### config.mk
export PLATFORM = sky130hd
export DESIGN_NAME = muldiv16_unit
export DESIGN_NICKNAME = d
export VERILOG_FILES = /design/src/rtl/muldiv16_unit.sv
export SDC_FILE = /design/constraint.sdc
export NUM_CORES = 1
export LEC_CHECK = 0
export ABC_AREA = 1
export ABC_CLOCK_PERIOD_IN_PS = 7650
export CORE_ASPECT_RATIO = 1.1
export CORE_MARGIN = 2
export CORE_UTILIZATION = 38
export CTS_BUF_LIST = sky130_fd_sc_hd__clkbuf_4
export DETAILED_ROUTE_END_ITERATION = 12
export PLACE_DENSITY = 0.54
export SLEW_MARGIN = 40
export SYNTH_ARGS = -nofsm -noshare
export SYNTH_HDL_FRONTEND = slang
export SYNTH_SLANG_ARGS = --single-unit
### constraint.sdc
create_clock -name clock -period 7.65 [get_ports clock]
set_input_delay 1.53 -clock clock [delete_from_list [all_inputs] [get_ports clock]]
set_output_delay 1.53 -clock clock [all_outputs]
set_load 0.05 [all_outputs]
### src/rtl/muldiv16_unit.sv
// muldiv16_unit: multi-cycle unsigned 16-bit multiply/divide.
// Operands are captured on accept and processed one bit per clock. The
// write-back packet (result, wr, regwrite) feeds the register file.
//
// state | meaning
// IDLE  | waiting for start; busy=0
// RUN   | iterating, counter 0..15
// DONE  | one-cycle completion, done=1, results valid
module muldiv16_unit #(
    parameter int WIDTH = 16
) (
    input  logic             clock,
    input  logic             reset_n,
    input  logic             start,
    input  logic             op,
    input  logic [1:0]       dest,
    input  logic [WIDTH-1:0] a,
    input  logic [WIDTH-1:0] b,
    output logic             busy,
    output logic             done,
    output logic [WIDTH-1:0] result,
    output logic [WIDTH-1:0] result_hi,
    output logic [1:0]       wr,
    output logic             regwrite,
    output logic             div_by_zero
);
    localparam int CNT_W = $clog2(WIDTH);

    typedef enum logic [1:0] {
        IDLE = 2'd0,
        RUN  = 2'd1,
        DONE = 2'd2
    } state_t;

    state_t state, state_nxt;

    logic [WIDTH-1:0]   a_q;
    logic [WIDTH-1:0]   b_q;
    logic               op_q;
    logic [1:0]         dest_q;
    logic [CNT_W-1:0]   cnt;
    logic [2*WIDTH-1:0] prod;
    logic [WIDTH-1:0]   rem;
    logic [WIDTH-1:0]   quo;

    logic [2*WIDTH-1:0] prod_nxt;
    logic [WIDTH:0]     shifted;
    logic [WIDTH:0]     diff;
    logic               ge;
    logic [WIDTH-1:0]   rem_nxt;
    logic [WIDTH-1:0]   quo_nxt;
    logic               last_iter;
    logic               accept;
    logic               zero_div;

    assign accept    = (state == IDLE) && start;
    assign zero_div  = op && (b == '0);
    assign last_iter = (cnt == CNT_W'(WIDTH - 1));

    // One iteration of shift-add multiply and restoring divide.
    // The remainder stays below the divisor, so a clear top bit of the
    // 17-bit trial difference means the subtraction did not borrow.
    always_comb begin
        prod_nxt = prod;
        if (b_q[cnt]) begin
            prod_nxt = prod + ({{WIDTH{1'b0}}, a_q} << cnt);
        end
        shifted = {rem, quo[WIDTH-1]};
        diff    = shifted - {1'b0, b_q};
        ge      = ~diff[WIDTH];
        rem_nxt = ge ? diff[WIDTH-1:0] : shifted[WIDTH-1:0];
        quo_nxt = {quo[WIDTH-2:0], ge};
    end

    // State register.
    always_ff @(posedge clock or negedge reset_n) begin
        if (!reset_n) begin
            state <= IDLE;
        end else begin
            state <= state_nxt;
        end
    end

    // Next-state decode; a zero divisor skips straight to DONE.
    always_comb begin
        state_nxt = state;
        case (state)
            IDLE: begin
                if (start) begin
                    state_nxt = zero_div ? DONE : RUN;
                end
            end
            RUN: begin
                if (last_iter) begin
                    state_nxt = DONE;
                end
            end
            DONE:    state_nxt = IDLE;
            default: state_nxt = IDLE;
        endcase
    end

    // Operand capture, iteration datapath and registered write-back packet.
    always_ff @(posedge clock or negedge reset_n) begin
        if (!reset_n) begin
            a_q         <= '0;
            b_q         <= '0;
            op_q        <= 1'b0;
            dest_q      <= '0;
            cnt         <= '0;
            prod        <= '0;
            rem         <= '0;
            quo         <= '0;
            done        <= 1'b0;
            result      <= '0;
            result_hi   <= '0;
            wr          <= '0;
            div_by_zero <= 1'b0;
        end else begin
            done <= 1'b0;
            if (accept) begin
                a_q    <= a;
                b_q    <= b;
                op_q   <= op;
                dest_q <= dest;
                cnt    <= '0;
                prod   <= '0;
                rem    <= '0;
                quo    <= a;
                if (zero_div) begin
                    done        <= 1'b1;
                    result      <= '1;
                    result_hi   <= a;
                    wr          <= dest;
                    div_by_zero <= 1'b1;
                end
            end else if (state == RUN) begin
                cnt  <= cnt + 1'b1;
                prod <= prod_nxt;
                rem  <= rem_nxt;
                quo  <= quo_nxt;
                if (last_iter) begin
                    done        <= 1'b1;
                    result      <= op_q ? quo_nxt : prod_nxt[WIDTH-1:0];
                    result_hi   <= op_q ? rem_nxt : prod_nxt[2*WIDTH-1:WIDTH];
                    wr          <= dest_q;
                    div_by_zero <= 1'b0;
                end
            end
        end
    end

    assign busy     = (state != IDLE);
    assign regwrite = done && (wr != 2'd0);

endmodule

==> flow_metrics.env <==
export IMPL_routed_via_count=10525
export IMPL_tritoncts="yes"
export IMPL_synth_cell_types=41
export IMPL_regArea_sq_um=3530
export IMPL_die_h_um=179
export IMPL_synth_ff_type="dfrtp_1"
export IMPL_via_per_inst=5.14
export IMPL_avgSynthCellArea_sq_um=6.49
export IMPL_grt_overflow=0
export IMPL_r2r_cells=19
export IMPL_grt_max_degree=74
export IMPL_ioPinCount=76
export IMPL_gp_congestion=0.894
export IMPL_period_minus_slack_ns=4.35
export IMPL_cp_required_ns=8.13
export IMPL_ctsResizeCount=0
export IMPL_clock_sinks=141
export IMPL_cpMaxStageDelayCell="clkinv_1"
export IMPL_route_detailed_drc=0
export IMPL_nFillCells=3017
export IMPL_die_x_um=163
export IMPL_rows=64
export IMPL_skew_ns=0.0251
export IMPL_ys_ff_latch=141
export IMPL_holdCritPathClass="reg2reg"
export IMPL_hold_viol_final=0
export IMPL_fin_crit_sh_pct=56.9
export IMPL_tightest_slew_ns=0.773
export IMPL_crit_end="result_hi[15]$_DFFE_PN0P_"
export IMPL_async_flop_share_pct=100
export IMPL_synth_cells=1626
export IMPL_cts_buffer_depth=2
export IMPL_grt_use_total_pct=25.3
export IMPL_status="completed"
export IMPL_post_cts_buffers=0
export IMPL_maxSlewHeadroom_pct=48.2
export IMPL_initial_utilization_pct=38.3
export IMPL_worstPathMaxFanout=31
export IMPL_area_growth_syn_to_layout_pct=11.8
export IMPL_worstSetupPathType="reg2reg"
export IMPL_cts_clk_slew_worst_paths_ns=0.13
export IMPL_insertion_delay_ns=0.58
export IMPL_synth_area_sq_um=10600
export IMPL_cp_slowest_stage_delay_ns=0.67
export IMPL_drt_total_wl_um=35800
export IMPL_slew_viol_final=0
export IMPL_fin_nets=1759
export IMPL_end_kind="register"
export IMPL_cts_max_level=4
export IMPL_fin_setup_tns_ns=0
export IMPL_drive_above_1_share_pct=4.58
export IMPL_rsz0062_at_grt="no"
export IMPL_synth_edf_count=0
export IMPL_cp_arrival_ns=4.83
export IMPL_multi_input_area_sq_um=5790
export IMPL_dp_hpwl_um=27900
export IMPL_first_pass_iters=5
export IMPL_cp_buffers_inverters=3
export IMPL_root_buffer="clkbuf_4"
export IMPL_max_freq_mhz=230
export IMPL_die_area_sq_um=29100
export IMPL_ant_nets=0
export IMPL_regToRegEndpoint="result_hi[15]$_DFFE_PN0P_"
export IMPL_grt_pass1_vias=10003
export IMPL_rrSetupSlack_ns=3.30
export IMPL_setup_violations_final=0
export IMPL_holdBufCountCts=0
export IMPL_wl_per_cell_um=17.5
export IMPL_antenna_found_initial=1
export IMPL_syn_nets=1714
export IMPL_max_cap_violations=0
export IMPL_cts_inserted_buffers=17
export IMPL_start_kind="register"
export IMPL_ys_seq_area_share_pct=33.4
export IMPL_synth_warnings=0
export IMPL_io_buffers=75
export IMPL_core_area_sq_um=27500
export IMPL_first_iter_violations=826
export IMPL_grt_pass1_wl_um=56200
export IMPL_reg2reg_from="cnt[2]$_DFFE_PN0P_"
export IMPL_path_cells="buf_4, clkinv_1, o21ai_0, mux2i_1, ha_1, nand2_1, nor2_1, and3_1, nand2_1, nand2_1, nand2_1, nand2_1, nand2_1, nand2_1, nand2_1, nand2_1, nand3_1, nand2_1, inv_1"
export IMPL_critical_path_top_delay_family="simple AND/OR/NAND/NOR gates"
export IMPL_cp_depth=19
export IMPL_crit_top_cell="nand2_1"
export IMPL_startpoint="cnt[2]$_DFFE_PN0P_"
worst min path at each step:
stage	start	to	slack [ns]	cells after the start
finish	dest_q[0]$_DFFE_PN0P_	dest_q[0]$_DFFE_PN0P_	0.49	2
detailed placement	dest_q[0]$_DFFE_PN0P_	dest_q[0]$_DFFE_PN0P_	0.47	2
global route	result[6]$_DFFE_PN0P_	result[6]$_DFFE_PN0P_	0.54	2
floorplan	dest_q[0]$_DFFE_PN0P_	dest_q[0]$_DFFE_PN0P_	0.44	2
global placement	dest_q[1]$_DFFE_PN0P_	dest_q[1]$_DFFE_PN0P_	0.46	2
CTS	dest_q[0]$_DFFE_PN0P_	dest_q[0]$_DFFE_PN0P_	0.50	2
sequential cells by signal (all words and copies together) (netlist names), 4 cells and up:
| signal | flops |
|---|---|
| quo | 16 |
| b_q | 16 |
| rem | 16 |
| result_hi | 16 |
| result | 16 |
| a_q | 16 |
| prod | 32 |
| cnt | 4 |
synth_stat cells, types with 2 or more instances:
cell        n  share of area (%)
nand2_1   504                 18
inv_1     246                8.7
o21ai_0   162                7.7
o211ai_1    3               0.21
or2_2      10               0.59
or2_1       2               0.12
nor2_1    104                3.7
a21oi_1    70                3.3
nand2_2     8               0.47
inv_2       5               0.18
nand3_1   131                6.2
buf_1       6               0.21
clkbuf_1   32                1.1
fa_1        2               0.38
ha_1       48                5.7
nand3b_1    3               0.21
xnor2_1    11               0.91
nand4_1    12               0.71
a22o_1      4               0.33
a31oi_1     3               0.18
o21ai_1    26                1.2
and2_1      2               0.12
nor3_1     20               0.95
o21a_1      3               0.21
dfrtp_1   141                 33
o21bai_1    5               0.36
buf_2      13               0.62
nand2_4     2               0.21
buf_6       7               0.75
o22ai_2     2               0.24
buf_4       3               0.21
o22ai_1    12               0.71
nor2_4      2               0.21
xor2_1      6               0.50
mux2i_1    10               0.95
logic make-up after synthesis:
logic type	Yosys count	synth area share (%)
flip-flops	141	33.4
AO/OA/AOI/OAI	292	14.6
adder cells (fa/ha/maj)	50	6.07
multiplexers	10	0.948
buffers and inverters	312	11.8
AND/OR/NAND/NOR	804	31.7
XOR/XNOR	17	1.41
per-layer routing:
metal  part of all wire, %  GRT usage [%]  wire length (um)  up-vias
met5                     0              0                 0        -
met4                   2.2           7.01               792        0
met3                   4.4           3.17              1590       46
met2                    47           41.8             16900      253
met1                    46           35.0             16500     4944
li1                      -              -                 -     5282
cell type report:
type | instances | area share (%)
multi-input cells | 1173 | 49.0
flip-flops and latches | 141 | 29.9
inverters | 251 | 7.98
repair buffers | 87 | 7.16
well taps | 363 | 3.85
clock buffers | 17 | 1.08
clock inverters | 14 | 1.04
diodes | 1 | 0.0212
per-stage QoR:
stage | setup slack [ns] | util (%) | cells | hold slack [ns] | cell area (sq um)
finish | 3.30 | 42.9 | 2047 | 0.495 | 11800
global route | 2.90 | 42.9 | 2047 | 0.544 | 11800
CTS | 3.59 | 42.9 | 2046 | 0.501 | 11800
detailed placement | 3.50 | 42.0 | 2015 | 0.470 | 11600
global placement | 3.54 | 41.9 | 2015 | 0.464 | 11600
floorplan | 4.83 | - | 1626 | 0.445 | 10600
worst min-delay path: cells and delay by family (launching register included):
family           cells  cell delay (ns)
and+or+nand+nor      2             0.13
DFF                  1             0.34
cells in the final DEF, fill, tap and decap left out, types with 4 or more instances in the layout:
cell type        netlist  final
xnor2_1               11     11
o21ai_0              162    162
mux2i_1               10     10
ha_1                  48     48
clkinv_4               0      4
nand3_1              131    131
clkdlybuf4s50_1        0     74
inv_2                  5      5
clkinvlp_4             0      4
nand4_1               12     12
buf_4                  3     11
o22ai_1               12     12
o21bai_1               5      5
nor2_1               104    102
xor2_1                 6      6
nor3_1                20     20
clkbuf_4               0     17
nand2_2                8      8
a21oi_1               70     70
nand2_1              504    504
inv_1                246    245
o21ai_1               26     26
dfrtp_1              141    140
or2_2                 10     10
a22o_1                 4      4
Power is not shown: default switching activity piles up to over one toggle a cycle in this logic, so the estimate is an artifact.
